## config.mk

```make
export PLATFORM = sky130hd
export DESIGN_NAME = seg_display_arbiter_flat
export DESIGN_NICKNAME = d
export VERILOG_FILES = /design/src/rtl/seg_display_arbiter_pkg.sv /design/src/rtl/seg_display_arbiter_if.sv /design/src/rtl/seg_display_arbiter_rr_pick.sv /design/src/rtl/seg_display_arbiter.sv /design/src/flat_wrapper.sv
export SDC_FILE = /design/constraint.sdc
export NUM_CORES = 1
export LEC_CHECK = 0
export BUFFER_PORTS_ARGS = -buffer_cell sky130_fd_sc_hd__clkbuf_2
export CAP_MARGIN = 20
export CORE_UTILIZATION = 30
export CTS_CLUSTER_DIAMETER = 120
export DETAILED_ROUTE_END_ITERATION = 12
export HOLD_SLACK_MARGIN = 0.1
export PLACE_DENSITY = 0.54
export SYNTH_ARGS = -nofsm -noshare
export SYNTH_HDL_FRONTEND = slang
export SYNTH_HIERARCHICAL = 1
export SYNTH_SLANG_ARGS = --single-unit
```

## constraint.sdc

```tcl
create_clock -name clk -period 2.8 [get_ports clk]
set_clock_uncertainty 0.15 [all_clocks]
set_input_delay 0.28 -clock clk [delete_from_list [all_inputs] [get_ports clk]]
set_output_delay 0.28 -clock clk [all_outputs]
set_load 0.05 [all_outputs]
```

## src/rtl/seg_display_arbiter_pkg.sv

```systemverilog
// +----------------------------------------------------------------------------+
// | disp_pkg : shared state encoding and word constants for display arbiters    |
// | Revision : 1.0                                                              |
// +----------------------------------------------------------------------------+
`default_nettype none

package disp_pkg;

  localparam int DIGIT_W = 4;
  localparam int WORD_W  = 4 * DIGIT_W;

  localparam logic [WORD_W-1:0] IDLE_WORD_DEFAULT = 16'h0000;

  typedef enum logic [1:0] {
    ST_IDLE = 2'd0,
    ST_OWN  = 2'd1,
    ST_GAP  = 2'd2
  } state_t;

endpackage : disp_pkg

`default_nettype wire

```

## src/rtl/seg_display_arbiter_if.sv

```systemverilog
// +----------------------------------------------------------------------------+
// | seg_display_arbiter_if : requester/display bundle for seg_display_arbiter   |
// | Revision : 1.0                                                              |
// +----------------------------------------------------------------------------+
`default_nettype none

interface seg_display_arbiter_if
  import disp_pkg::*;
#(
  parameter int NUM_REQ = 4
) ();

  localparam int IDX_W = $clog2(NUM_REQ);

  logic [NUM_REQ-1:0]        req;
  logic [WORD_W*NUM_REQ-1:0] data_in;
  logic [NUM_REQ-1:0]        grant;
  logic [IDX_W-1:0]          owner_id;
  logic                      active;
  logic                      blank;
  logic [WORD_W-1:0]         data_out;

  modport master (
    output req, data_in,
    input  grant, owner_id, active, blank, data_out
  );

  modport slave (
    input  req, data_in,
    output grant, owner_id, active, blank, data_out
  );

endinterface : seg_display_arbiter_if

`default_nettype wire

```

## src/rtl/seg_display_arbiter_rr_pick.sv

```systemverilog
// +----------------------------------------------------------------------------+
// | rr_pick : combinational round-robin priority encoder (search from last+1)   |
// | Revision : 1.0                                                              |
// +----------------------------------------------------------------------------+
`default_nettype none

module rr_pick #(
  parameter int NUM_REQ = 4,
  parameter int IDX_W   = 2
) (
  input  logic [NUM_REQ-1:0] req,
  input  logic [IDX_W-1:0]   last_winner,
  output logic               found,
  output logic [IDX_W-1:0]   winner_idx
);

  always_comb begin
    logic [IDX_W-1:0] idx;
    found      = 1'b0;
    winner_idx = '0;
    idx        = '0;
    // The last winner is visited last, so it only wins when nobody else asks.
    for (int off = 1; off <= NUM_REQ; off++) begin
      idx = IDX_W'((int'(last_winner) + off) % NUM_REQ);
      if (!found && req[idx]) begin
        found      = 1'b1;
        winner_idx = idx;
      end
    end
  end

endmodule : rr_pick

`default_nettype wire

```

## src/rtl/seg_display_arbiter.sv

```systemverilog
// +----------------------------------------------------------------------------+
// | seg_display_arbiter : round-robin owner of a shared 4-digit 7-seg display   |
// | Optional blank gap between owners: define DISP_ARB_GAP_EN                   |
// | Revision : 1.0                                                              |
// +----------------------------------------------------------------------------+
`default_nettype none

module seg_display_arbiter
  import disp_pkg::*;
#(
  parameter int                NUM_REQ     = 4,
  parameter int                HOLD_CYCLES = 1024,
  parameter logic [WORD_W-1:0] IDLE_WORD   = IDLE_WORD_DEFAULT,
  parameter int                GAP_CYCLES  = 4
) (
  input  wire logic             clk,
  input  wire logic             rst,
  seg_display_arbiter_if.slave  bus
);

  localparam int IDX_W  = $clog2(NUM_REQ);
  localparam int HOLD_W = $clog2(HOLD_CYCLES + 1);

  state_t                 state_q, state_d;
  logic [NUM_REQ-1:0]     grant_q, grant_d;
  logic [IDX_W-1:0]       owner_q, owner_d;
  logic                   active_q, active_d;
  logic [WORD_W-1:0]      data_q, data_d;
  logic [HOLD_W-1:0]      hold_q, hold_d;
  logic [IDX_W-1:0]       last_q, last_d;

  logic                   found;
  logic [IDX_W-1:0]       winner;
  logic                   owner_req;
  logic                   others_req;
  logic                   release_own;
  logic [WORD_W-1:0]      words [NUM_REQ];

`ifdef DISP_ARB_GAP_EN
  localparam int GAP_W = $clog2(GAP_CYCLES + 1);
  logic [GAP_W-1:0]       gap_q, gap_d;
  logic                   blank_q, blank_d;
`else
  localparam int unused_gap_cycles = GAP_CYCLES;
`endif

  for (genvar i = 0; i < NUM_REQ; i++) begin : g_words
    assign words[i] = bus.data_in[WORD_W*i +: WORD_W];
  end

  rr_pick #(
    .NUM_REQ (NUM_REQ),
    .IDX_W   (IDX_W)
  ) u_rr_pick (
    .req         (bus.req),
    .last_winner (last_q),
    .found       (found),
    .winner_idx  (winner)
  );

  assign owner_req   = |(bus.req & grant_q);
  assign others_req  = |(bus.req & ~grant_q);
  assign release_own = !owner_req || ((hold_q == HOLD_W'(HOLD_CYCLES)) && others_req);

  always_comb begin
    state_d  = state_q;
    grant_d  = grant_q;
    owner_d  = owner_q;
    active_d = active_q;
    data_d   = data_q;
    hold_d   = hold_q;
    last_d   = last_q;
`ifdef DISP_ARB_GAP_EN
    gap_d    = gap_q;
    blank_d  = 1'b0;
`endif

    case (state_q)
      ST_OWN: begin
        if (release_own) begin
`ifdef DISP_ARB_GAP_EN
          state_d  = ST_GAP;
          grant_d  = '0;
          owner_d  = '0;
          active_d = 1'b0;
          data_d   = IDLE_WORD;
          gap_d    = '0;
          blank_d  = 1'b1;
`else
          // Direct handoff: the grant never passes through zero.
          if (found) begin
            state_d  = ST_OWN;
            grant_d  = NUM_REQ'(1) << winner;
            owner_d  = winner;
            active_d = 1'b1;
            data_d   = words[winner];
            hold_d   = '0;
            last_d   = winner;
          end else begin
            state_d  = ST_IDLE;
            grant_d  = '0;
            owner_d  = '0;
            active_d = 1'b0;
            data_d   = IDLE_WORD;
          end
`endif
        end else begin
          data_d = words[owner_q];
          if (hold_q != HOLD_W'(HOLD_CYCLES)) begin
            hold_d = hold_q + HOLD_W'(1);
          end
        end
      end

`ifdef DISP_ARB_GAP_EN
      ST_GAP: begin
        if (gap_q == GAP_W'(GAP_CYCLES - 1)) begin
          state_d = ST_IDLE;
        end else begin
          gap_d   = gap_q + GAP_W'(1);
          blank_d = 1'b1;
        end
      end
`endif

      default: begin
        state_d = ST_IDLE;
        if (found) begin
          state_d  = ST_OWN;
          grant_d  = NUM_REQ'(1) << winner;
          owner_d  = winner;
          active_d = 1'b1;
          data_d   = words[winner];
          hold_d   = '0;
          last_d   = winner;
        end else begin
          grant_d  = '0;
          owner_d  = '0;
          active_d = 1'b0;
          data_d   = IDLE_WORD;
        end
      end
    endcase
  end

  always_ff @(posedge clk) begin
    if (rst) begin
      state_q  <= ST_IDLE;
      grant_q  <= '0;
      owner_q  <= '0;
      active_q <= 1'b0;
      data_q   <= IDLE_WORD;
      hold_q   <= '0;
      last_q   <= IDX_W'(NUM_REQ - 1);
`ifdef DISP_ARB_GAP_EN
      gap_q    <= '0;
      blank_q  <= 1'b0;
`endif
    end else begin
      state_q  <= state_d;
      grant_q  <= grant_d;
      owner_q  <= owner_d;
      active_q <= active_d;
      data_q   <= data_d;
      hold_q   <= hold_d;
      last_q   <= last_d;
`ifdef DISP_ARB_GAP_EN
      gap_q    <= gap_d;
      blank_q  <= blank_d;
`endif
    end
  end

  assign bus.grant    = grant_q;
  assign bus.owner_id = owner_q;
  assign bus.active   = active_q;
  assign bus.data_out = data_q;
`ifdef DISP_ARB_GAP_EN
  assign bus.blank    = blank_q;
`else
  assign bus.blank    = 1'b0;
`endif

endmodule : seg_display_arbiter

`default_nettype wire

```

## src/flat_wrapper.sv

```systemverilog
// flat-port wrapper written by rule: the top's interface ports become plain ports
module seg_display_arbiter_flat import disp_pkg::*;
#(
  parameter int                NUM_REQ     = 4,
  parameter int                HOLD_CYCLES = 1024,
  parameter logic [WORD_W-1:0] IDLE_WORD   = IDLE_WORD_DEFAULT,
  parameter int                GAP_CYCLES  = 4
)
  (clk, rst, bus_req, bus_data_in, bus_grant, bus_owner_id, bus_active, bus_blank, bus_data_out);
  seg_display_arbiter_if #(.NUM_REQ(NUM_REQ)) bus_i ();
  input  wire logic clk;
  input  wire logic rst;
  input wire logic [$bits(bus_i.req)-1:0] bus_req;
  input wire logic [$bits(bus_i.data_in)-1:0] bus_data_in;
  output wire logic [$bits(bus_i.grant)-1:0] bus_grant;
  output wire logic [$bits(bus_i.owner_id)-1:0] bus_owner_id;
  output wire logic [$bits(bus_i.active)-1:0] bus_active;
  output wire logic [$bits(bus_i.blank)-1:0] bus_blank;
  output wire logic [$bits(bus_i.data_out)-1:0] bus_data_out;
  assign bus_i.req = bus_req;
  assign bus_i.data_in = bus_data_in;
  assign bus_grant = bus_i.grant;
  assign bus_owner_id = bus_i.owner_id;
  assign bus_active = bus_i.active;
  assign bus_blank = bus_i.blank;
  assign bus_data_out = bus_i.data_out;
  seg_display_arbiter #(.NUM_REQ(NUM_REQ), .HOLD_CYCLES(HOLD_CYCLES), .IDLE_WORD(IDLE_WORD), .GAP_CYCLES(GAP_CYCLES)) u_core (.clk(clk), .rst(rst), .bus(bus_i));
endmodule
```

Yosys cells after proc, flatten, opt, wreduce, memory -nomap -nowiden. Cells that the tools add are included.

Add/sub/neg operators: 5. $mul: 0. Div/mod/pow operators: 0. $lt $le $gt $ge: 6. Equality and inequality tests: 5. Shift-type cells: 1. Mux-type cells: 44. Bitwise logic cells: 5. Reduce and logical (&&, ||, !) cells: 11.

Operator list (count): $mux 16 (7); $bmux 16 s2 (2); $mux 11 (4); $mux 2 (12); $lt 2x3->1 const B (4); $mux 1 (12); $mux 4 (3); $add 11x1->11 const B (1); $eq 11x11->1 const B (1); $ne 11x11->1 const B (1); $and 4x4->4 (2); $bmux 1 s2 (4); $reduce_or 4->1 (2); $ge 3x3->1 const B (2); $not 2->3 (2); $add 2x1->2 const B (2); $add 2x2->2 const B (2); $logic_and 1x1->1 (4); $logic_not 1->1 (4); $not 4->4 (1); $shl 1x2->4 const A (1); $ne 3x1->1 const B (1); $eq 2x1->1 const B (1); $ne 2x1->1 const B (1); $logic_or 1x1->1 (1).

Bits in registers: 38. Latch bits: 0. RAM bits: 0. Bits in read-only memories: 0. Bits of input ports: 70. Memories kept: 0.

Logic depth before layout (Yosys ltp). Gate-level depths: netlist of the first run.

Depth after elaboration: 20. Gate-level depth with buffers: 8. Depth with buffers taken out: 6.

Modules after synthesis. Netlist of the first run, hierarchy kept.

Modules (own cells, without submodules): seg_display_arbiter (instances 1, cells an instance 244, area an instance 2418.6 µm², sequential area each 720.7 µm²); rr_pick (instances 1, cells an instance 14, area an instance 91.3 µm², sequential area each 0.0 µm²).

Worst setup path before layout of the first run. Ideal clock, no wire load.

Kind: reg-to-reg. Start: register u_core.owner_q[0], in the netlist u_core/bus.owner_id[0]. End: register u_core.data_q[1], in the netlist u_core/bus.data_out[1]. Library setup time: 0.134 ns. Arrival: 1.895 ns. Required time: 2.516 ns. Slack: 0.622 ns. Cell stages (with the launch flop): 6. Path buffers: 2. Cell sequence: dfxtp_1 -> buf_2 -> buf_2 -> mux4_2 -> nand2_1 -> a21oi_1.

Longest elaborated chain between the ends: 6.

RTL lines: from (decl) (line seg_display_arbiter.sv:26) `logic [IDX_W-1:0] owner_q, owner_d;`; from (signal assigned) (line seg_display_arbiter.sv:162) `owner_q <= owner_d;`; $not 2->3 (not written as such) (line seg_display_arbiter.sv:108) `data_d = words[owner_q];`; $bmux 16 s2 (line seg_display_arbiter.sv:108); $mux 16 (not written as such) (2 in series) (line seg_display_arbiter.sv:108); $mux 16 (line seg_display_arbiter.sv:80) `if (release_own) begin`; $mux 16 (line seg_display_arbiter.sv:78) `case (state_q)`; to (signal assigned) (line seg_display_arbiter.sv:164) `data_q <= data_d;`; to (decl) (line seg_display_arbiter.sv:28) `logic [WORD_W-1:0] data_q, data_d;`.

Every way passes these cells. The select of a mux whose other input is x is not followed. A chain may end at the register's enable or synchronous reset.

Final worst setup path of the first run.
Start: register u_core.last_q[1]. End: register u_core.data_q[11], in the netlist u_core/bus.data_out[11].

Longest elaborated chain between the ends: 20.

RTL lines: from (decl) (line seg_display_arbiter.sv:30) `logic [IDX_W-1:0] last_q, last_d;`; from (signal assigned) (line seg_display_arbiter.sv:154) `last_q <= IDX_W'(NUM_REQ - 1);`; from (signal assigned) (line seg_display_arbiter.sv:166) `last_q <= last_d;`; $add 2x1->2 (line seg_display_arbiter_rr_pick.sv:24) `idx = IDX_W'((int'(last_winner) + off) % NUM_REQ);`; $bmux 1 s2 (line seg_display_arbiter_rr_pick.sv:25) `if (!found && req[idx]) begin`; $mux 1 (not written as such) (line seg_display_arbiter_rr_pick.sv:25); $mux 1 (line seg_display_arbiter_rr_pick.sv:25); $logic_not 1->1 (line seg_display_arbiter_rr_pick.sv:25); $logic_and 1x1->1 (line seg_display_arbiter_rr_pick.sv:25); $mux 1 (line seg_display_arbiter_rr_pick.sv:25); $logic_not 1->1 (line seg_display_arbiter_rr_pick.sv:25); (+4 left out); $mux 2 * (line seg_display_arbiter_rr_pick.sv:25); net u_core.winner[0] (line seg_display_arbiter.sv:33) `logic [IDX_W-1:0] winner;`; $not 2->3 (not written as such) * (line seg_display_arbiter.sv:96, seg_display_arbiter.sv:133); $bmux 16 s2 * (line seg_display_arbiter.sv:96, seg_display_arbiter.sv:133); $mux 16 (not written as such) * (2 in series) (line seg_display_arbiter.sv:96, seg_display_arbiter.sv:133); $mux 16 * (line seg_display_arbiter.sv:91, seg_display_arbiter.sv:128); $mux 16 (line seg_display_arbiter.sv:80); $mux 16 * (line seg_display_arbiter.sv:78).

The timed path passes the listed nets; every way through them passes the cells marked *. The select of a mux whose other input is x is not followed.

==> results.toml, run 1 <==
[critical_path]
cpPeakStageDelay_ns = 0.69
cp.required_ns = 2.78
reg2reg_depth = 6
path_delay_family = "compound AO/OA/AOI/OAI gates"
endpoint_kind = "register"
worstSetupStartpointType = "register"
critPathSlowestCell = "o221ai_4"
crit_type = "register to register"
crit_buf_inv = 0
path_cells = "nand2b_1 -> a21oi_2 -> o221ai_4 -> mux4_2 -> nand3_1 -> a21oi_1"
arrival_ns = 2.40
worstPathMaxFanout = 18
cp.depth = 6

[synth]
yosysWarnings = 6
synth-edff-count = 0
syn-num-nets = 330
syn-cell-area_um2 = 2510
ys_seq_area_frac = 0.287
ys.flop_type = "dfxtp_1"
synth.distinct_cells = 41
synthArstFlopShare = 0
syn_area_per_cell_um2 = 9.73
syn_inst = 258
ys_ff_latch = 36

[sta]
period_minus_slack_ns = 2.42
rsz0062_at_grt = "no"
hold_viol = 0
period_share = 0.866
max_slew.worst_pin.slew_ns = 0.895
final.setup.worst_slack_ns = 0.376
fmax_mhz = 413
max_slew_margin = 0.403
maxSlewViolCount = 0
setup_violations = 0
holdWs_ns = 0.326
fin_tns_setup_ns = 0

[global_route]
overflow = 0
antenna_found_initial = 0
grt_pass1_vias = 2245
grt_pass1_wl_um = 10300
track_usage = 0.151
grt_max_degree = 40

[cts]
cts_tree = "done"
cts_root_buf = "clkbuf_8"
numCtsBuffers = 5
cts.repair.resized = 0
clock_latency_ns = 0.28
htree_levels = 2
clock_sinks = 36
cts_hold_buf = 0
post_cts_buffers = 0
clkTransAtPathRegs_ns = 0.07
clk_path_buf_depth = 2

[routing]
drtIter0Drc = 77
vias = 2336
wire_per_inst_um = 14.2
drtAntennaViolNets = 0
dr.pass1.iters = 4
viasPerCell = 5.25
drc_errors = 0
wirelength_um = 6330

[power_and_ir_drop]
powerDensity_nw_per_um2 = 543
ir_drop_mv = 0.188
leakagePower_nw = 1.25

[floorplanning]
row_count = 32
die_area_um2 = 8740
die_width_um = 93.5
initial_core_util = 0.317
io_pins = 94
core-area_um2 = 7930
die_h_um = 93.5

[placement]
dpl.hpwl_um = 4730
gp_congestion = 0.780
dp_cells = 437
post-place-ws_ns = 0.278
portBuffers = 92

[worst_hold_path]
hp-class = "input pin to register"
hold_depth = 4

[final_layout]
nets = 414
fillCellCount = 830
final_util = 0.397
layout_commonest_cell = "clkbuf_2"
layout_common_cells = "92 x clkbuf_2, 36 x dfxtp_1, 34 x nand2_1"
diodes = 0
synthToLayoutAreaGrowth_pct = 25.4
instances_no_fill = 445
drive_above_1_share = 0.426

[status]
status = "completed"

[run]
max_cap_violations = 0
-- path summary, 6_finish.rpt --
check / endpoint / start / slack [ns]
worst max register to register: u_core/bus.data_out[11] / u_core/last_q[1] / 0.38
worst min-delay path: u_core/bus.data_out[6] / bus_data_in[6] / 0.33
worst min register to register: u_core/bus.grant[0] / u_core/bus.grant[0] / 0.35
worst max-delay path: u_core/bus.data_out[11] / u_core/last_q[1] / 0.38
-- report_power, final --
group | leakage [nW] | switching, mW | internal, mW
combinational | 0.913 | 0.415 | 0.301
sequential | 0.296 | 0.0408 | 0.567
clock | 0.0455 | 0.183 | 0.201
total | 1.25 | 0.639 | 1.07
-- metal layers --
layer	vias to the layer above	wire [µm]	global-route usage
met1	1118	2560	0.174
met3	4	443	0.0382
met5	-	0	0
met2	70	3290	0.270
met4	0	36	0.0513
li1	1144	-	-
-- logic make-up (layout without fill, tap and decap cells) --
logic type,Yosys count,after routing,share of synthesized area
AND/OR/NAND/NOR,96,96,0.190
multiplexers,34,34,0.295
XOR/XNOR,2,2,0.00698
other,1,1,0.00149
adder cells (fa/ha/maj),2,2,0.00997
buffers and inverters,34,119,0.0613
AO/OA/AOI/OAI,53,53,0.148
flip-flops,36,36,0.287
-- synthesized netlist by cell type, drive strengths merged (2+ instances only) --
cell    count  area (µm²)
nor2        8        30.0
and4        2        20.0
a31oi       2        12.5
nor3        4        20.0
xnor2       2        17.5
mux2i       2        20.0
a211o       4        35.0
mux4       32         721
or3         4        25.0
o21ai       5        36.3
or4         5        37.5
nand4       2        12.5
o221ai      4        41.3
nand3      23         115
a21oi      30         161
inv        12        45.0
nand2b      7        43.8
a22o        2        17.5
nor4        4        25.0
nand2      34         128
clkbuf     14        52.6
ha          2        25.0
dfxtp      36         721
buf         8        56.3
-- worst reg2reg max path, cell delays in order, from the launching register on --
cell and delay, ns:
dfxtp_1 0.43, nand2b_1 0.16, a21oi_2 0.07, o221ai_4 0.69, mux4_2 0.60, nand3_1 0.10, a21oi_1 0.08
-- through the flow --
| step | cell area, µm² | power, mW |
|---|---|---|
| 2_1_floorplan | 2510 | 1.17 |
| 3_3_place_gp | 3060 | 1.34 |
| 3_5_place_dp | 3060 | 1.35 |
| 4_1_cts | 3150 | 1.74 |
| 5_1_grt | 3150 | 1.81 |
| 6_report | 3150 | 1.71 |
-- registers in the layout (all words and copies together) (netlist names) --
signal	flops
u_core/last_q	2
u_core/bus.owner_id	2
u_core/bus.active	1
u_core/hold_q	11
u_core/bus.data_out	16
u_core/bus.grant	4
-- cell type report --
type | count | area [µm²] | share of cell area
tap | 102 | 128 | 0.0406
multi-input combinational | 188 | 1650 | 0.524
clock buffer | 8 | 90.1 | 0.0286
sequential | 36 | 721 | 0.229
timing repair buffer | 99 | 513 | 0.163
inverter | 12 | 45.0 | 0.0143
Power figures use the tool's default switching activity.
==> inputs of run 2 (changes only) <==
Settings changed: CTS_BUF_LIST from default to sky130_fd_sc_hd__clkbuf_8 sky130_fd_sc_hd__clkbuf_16.
==> run 2 against run 1 <==
Effect of this change: worst setup slack gained 0.0036 ns; critical path type unchanged; fmax grew 0.15%; global-route usage is the same.
==> results.toml, run 2 (synthesized netlist as in run 1, its figures left out) <==
[status]
status = "completed"

[final_layout]
fillCellCount = 830
nets = 414
layout_common_cells = "92 x clkbuf_2, 36 x dfxtp_1, 34 x nand2_1"
layout_commonest_cell = "clkbuf_2"
multi_input_area_um2 = 1650
drive_above_1_share = 0.426
diodes = 0
synthToLayoutAreaGrowth_pct = 25.4
largest_reg_flops = 16
seq_area_um2 = 721
design_area_um2 = 3150

[routing]
vias = 2343
wire_per_inst_um = 14.2
drtIter0Drc = 75
drtAntennaViolNets = 0
viasPerCell = 5.27
dr.pass1.iters = 4
wirelength_um = 6340
drc_errors = 0

[critical_path]
r2r_slack_ns = 0.38
crit_type = "register to register"
arrival_ns = 2.40
worstPathMaxFanout = 18
cp.required_ns = 2.78
endpoint_kind = "register"
worstSetupStartpointType = "register"

[cts]
htree_levels = 2
clkTransAtPathRegs_ns = 0.07
cts_hold_buf = 0
clock_sinks = 36
clk_path_buf_depth = 2
post_cts_buffers = 0
cts_root_buf = "clkbuf_8"
cts.repair.resized = 0
numCtsBuffers = 5
clock_latency_ns = 0.28
cts_tree = "done"

[floorplanning]
row_count = 32
die_area_um2 = 8740
die_width_um = 93.5
initial_core_util = 0.317
io_pins = 94
die_h_um = 93.5
core-area_um2 = 7930

[placement]
dpl_cell_area_um2 = 3060
dpl.hpwl_um = 4730
gp_congestion = 0.780
portBuffers = 92

[sta]
period_share = 0.864
rsz0062_at_grt = "no"
setup_violations = 0
max_slew_margin = 0.405
fmax_mhz = 413
fin_tns_setup_ns = 0
hold_viol = 0
maxSlewViolCount = 0
period_minus_slack_ns = 2.42
max_slew.worst_pin.slew_ns = 0.892

[worst_hold_path]
hp-class = "input pin to register"

[global_route]
grt_pass1_wl_um = 10300
antenna_found_initial = 0
overflow = 0
grt_pass1_vias = 2245
track_usage = 0.151
grt_max_degree = 40

[power_and_ir_drop]
leakagePower_nw = 1.26
ir_drop_mv = 0.188
p_int_mw = 1.06
combPwrFrac = 0.421
swShare = 0.376
p_sw_uw = 639
powerDensity_nw_per_um2 = 541
seq_power_share = 0.357
pwr-share-clk = 0.222

[run]
max_cap_violations = 0
run 2: cell count changes in the layout (fill, tap and decap cells not counted), sizes merged:
cell	before	now
clkbuf	100	98
inv	12	14
run 2: area by class of cell:
type / count / share of cell area
Clock inverter: 2 / 0.00239
Inverter: 12 / 0.0143
Tap cell: 102 / 0.0406
Clock buffer: 6 / 0.0262
Multi-Input combinational cell: 188 / 0.524
Sequential cell: 36 / 0.229
Timing Repair Buffer: 99 / 0.163
run 2: metrics by stage:
stage | hold slack, ns | utilization | setup slack [ns] | power, mW | instances
after CTS | 0.315 | 0.397 | 0.300 | 1.73 | 445
after global routing | 0.346 | 0.397 | 0.172 | 1.80 | 445
final | 0.326 | 0.397 | 0.380 | 1.70 | 445
after global placement | 0.340 | 0.386 | 0.311 | 1.34 | 437
after detailed placement | 0.347 | 0.386 | 0.278 | 1.35 | 437
after floorplan | 0.323 | - | 0.622 | 1.17 | 258
run 2: path summary, 6_finish.rpt:
kind	startpoint	endpoint	cells after the start
worst max-delay path	u_core/last_q[1]	u_core/bus.data_out[11]	6
worst min-delay path	bus_data_in[6]	u_core/bus.data_out[6]	4
worst max register to register	u_core/last_q[1]	u_core/bus.data_out[11]	6
worst min register to register	u_core/bus.grant[0]	u_core/bus.grant[0]	2
run 2: per-layer routing:
metal / part of all wire / global-route usage / up-vias
li1: - / - / 1143
met1: 0.39 / 0.174 / 1120
met2: 0.52 / 0.270 / 76
met3: 0.077 / 0.0382 / 4
met4: 0.0057 / 0.0513 / 0
met5: 0 / 0 / -
run 2: critical path, cell delays in order, from the launching register on:
cell	delay [ns]
dfxtp_1	0.43
nand2b_1	0.15
a21oi_2	0.07
o221ai_4	0.69
mux4_2	0.59
nand3_1	0.10
a21oi_1	0.08
run 2: power groups by stage:
stage	logic [mW]	clock network (mW)	registers (mW)
3_5_place_dp	0.725	0	0.621
4_1_cts	0.726	0.396	0.609
2_1_floorplan	0.388	0	0.779
6_report	0.716	0.378	0.608
5_1_grt	0.772	0.412	0.616
3_3_place_gp	0.721	0	0.621
==> inputs of run 3 (changes only) <==
Settings changed: SYNTH_HIERARCHICAL 1 to default.
==> run 3 against run 2 <==
Effect of this change: combinational power grew 9.1%; non-clock buffer count fell by 2; worst hold slack got worse by 0.15 ns; worst setup slack better by 0.32 ns; global-route usage down 0.95 points; core utilization shrank 0.30 points.
==> results.toml, run 3 <==
[final_layout]
nets = 406
diodes = 0
drive_above_1_share = 0.507
largest_reg_flops = 16
synthToLayoutAreaGrowth_pct = 24.7
fillCellCount = 842
instances_no_fill = 440
layout_common_cells = "92 x clkbuf_2, 36 x dfxtp_1, 32 x mux2i_1"
layout_commonest_cell = "clkbuf_2"

[synth]
synth_top_family_by_area = "multiplexers"
syn-num-nets = 320
synth-adder-area-share = 0.00945
ys.flop_type = "dfxtp_1"
ys_ff_latch = 36
synth-compound-area-share = 0.129
syn-cell-area_um2 = 2650
yosysTopAreaCell = "dfxtp_1"
synthArstFlopShare = 0
synth-edff-count = 0
synth-simple-area-share = 0.177
synth_top_cell_area_share = 0.272
syn_area_per_cell_um2 = 10.7
synth-xor-area-share = 0.0265
syn_inst = 248
yosysMostFrequentCell = "dfxtp_1"
yosysWarnings = 0
yosys-mux-area-fraction = 0.325
ys_seq_area_frac = 0.272
synth.distinct_cells = 50
synth_commonest_cells = "36 x dfxtp_1, 32 x mux2i_1, 25 x nand3_1"
ys_top_cells_by_area = "dfxtp_1 27%, mux4_2 14%, mux2i_1 12%"

[global_route]
overflow = 0
grt_pass1_vias = 2056
grt_max_degree = 37
track_usage = 0.141
antenna_found_initial = 0
grt_pass1_wl_um = 9950

[sta]
period_share = 0.750
maxSlewViolCount = 0
period_minus_slack_ns = 2.10
final.setup.worst_slack_ns = 0.700
max_slew.worst_pin.slew_ns = 1.03
max_slew_margin = 0.311
rsz0062_at_grt = "no"
fin_tns_setup_ns = 0
hold_viol = 0
setup_violations = 0
fmax_mhz = 476

[floorplanning]
initial_core_util = 0.316
row_count = 33
die_h_um = 95.9
die_area_um2 = 9200
die_width_um = 95.9
core-area_um2 = 8380
io_pins = 94

[routing]
drtIter0Drc = 40
dr.pass1.iters = 4
viasPerCell = 5.03
wirelength_um = 6210
drtAntennaViolNets = 0
vias = 2211
wire_per_inst_um = 14.1
drc_errors = 0

[cts]
numCtsBuffers = 5
clk_path_buf_depth = 2
cts.repair.resized = 0
cts_hold_buf = 0
cts_tree = "done"
clock_latency_ns = 0.29
post_cts_buffers = 0
clkTransAtPathRegs_ns = 0.08
cts_root_buf = "clkbuf_8"
clock_sinks = 36
htree_levels = 2

[critical_path]
worstPathMaxFanout = 10
worstSetupStartpointType = "register"
cp-endpoint = "u_core.hold_q[10]"
reg2reg_from = "u_core.hold_q[2]"
startpoint = "u_core.hold_q[2]"
cp.required_ns = 2.81
r2r_slack_ns = 0.70
timing.rr.end = "u_core.hold_q[10]"
reg2reg_depth = 5
endpoint_kind = "register"
arrival_ns = 2.11
crit_type = "register to register"

[status]
status = "completed"

[placement]
portBuffers = 92
dpl.hpwl_um = 4650
gp_congestion = 0.719
dp_cells = 432
post-place-ws_ns = 0.555

[power_and_ir_drop]
leakagePower_nw = 1.35
powerDensity_nw_per_um2 = 618
ir_drop_mv = 0.231
p_total_mw = 2.04

[run]
max_cap_violations = 0

[worst_hold_path]
hp-class = "input pin to register"
==> run 3: cell types whose count changed after synthesis, moves of 7 or more <==
cell      before  now
mux2i_1        2   32
mux4_2        32   16
inv_1         12    3
a21oi_1       27    6
o21ai_2        0   11
xor2_1         0    7
o21ai_1        1   10
mux2_2         0   16
nand2_1       34    8
nor2_2         0    8
clkbuf_1      14    4
==> run 3: where the power goes <==
| part | leakage, nW | internal, mW | switching, mW |
|---|---|---|---|
| Combinational | 0.973 | 0.315 | 0.466 |
| Clock | 0.0784 | 0.446 | 0.200 |
| Sequential | 0.296 | 0.571 | 0.0435 |
==> run 3: per-stage QoR <==
| step | instance area, µm² | util | hold WS, ns |
|---|---|---|---|
| 4_1_cts | 3300 | 0.394 | 0.155 |
| 6_report | 3300 | 0.394 | 0.172 |
| 2_1_floorplan | 2650 | - | 0.245 |
| 3_3_place_gp | 3140 | 0.375 | 0.292 |
| 3_5_place_dp | 3140 | 0.375 | 0.305 |
| 5_1_grt | 3300 | 0.394 | 0.183 |
==> run 3: area by class of cell <==
type	instances	area (µm²)	share of cell area
flip-flops and latches	36	721	0.218
clock buffers	5	68.8	0.0208
inverters	4	15.0	0.00455
repair buffers	97	498	0.151
clock inverters	3	90.1	0.0273
well taps	105	131	0.0398
multi-input cells	190	1780	0.538
==> run 3: worst min path at each step <==
stage / cells after the start / endpoint / start
2_1_floorplan: 1 / u_core.state_q[0] / rst
3_3_place_gp: 2 / u_core.bus.owner_id[1] / u_core.bus.owner_id[1]
3_5_place_dp: 2 / u_core.bus.owner_id[1] / u_core.bus.owner_id[1]
4_1_cts: 2 / u_core.bus.grant[2] / rst
5_1_grt: 2 / u_core.bus.grant[2] / rst
6_report: 2 / u_core.bus.grant[2] / rst
==> run 3: worst max-delay path, cell delays in order (launching register included) <==
cell      delay, ns
dfxtp_1        0.37
nor4b_4        0.33
nand4b_4       0.21
o21a_1         0.37
o21ai_4        0.46
nor2_2         0.08
==> run 3: cells by family (layout without fill, tap and decap cells) <==
logic type,after synthesis,count (layout)
and+or+nand+nor,74,74
muxes,64,64
AOI/OAI and AO/OA,41,41
DFF,36,36
buffers and inverters,22,109
xor gates and xnor gates,8,8
adders and majority gates,2,2
other,1,1
==> run 3: layer usage <==
layer,share of wire,global-route usage,vias up
met4,0.011,0.0398,0
li1,-,-,1101
met1,0.45,0.184,1035
met3,0.064,0.0442,5
met5,0,0,-
met2,0.47,0.224,70
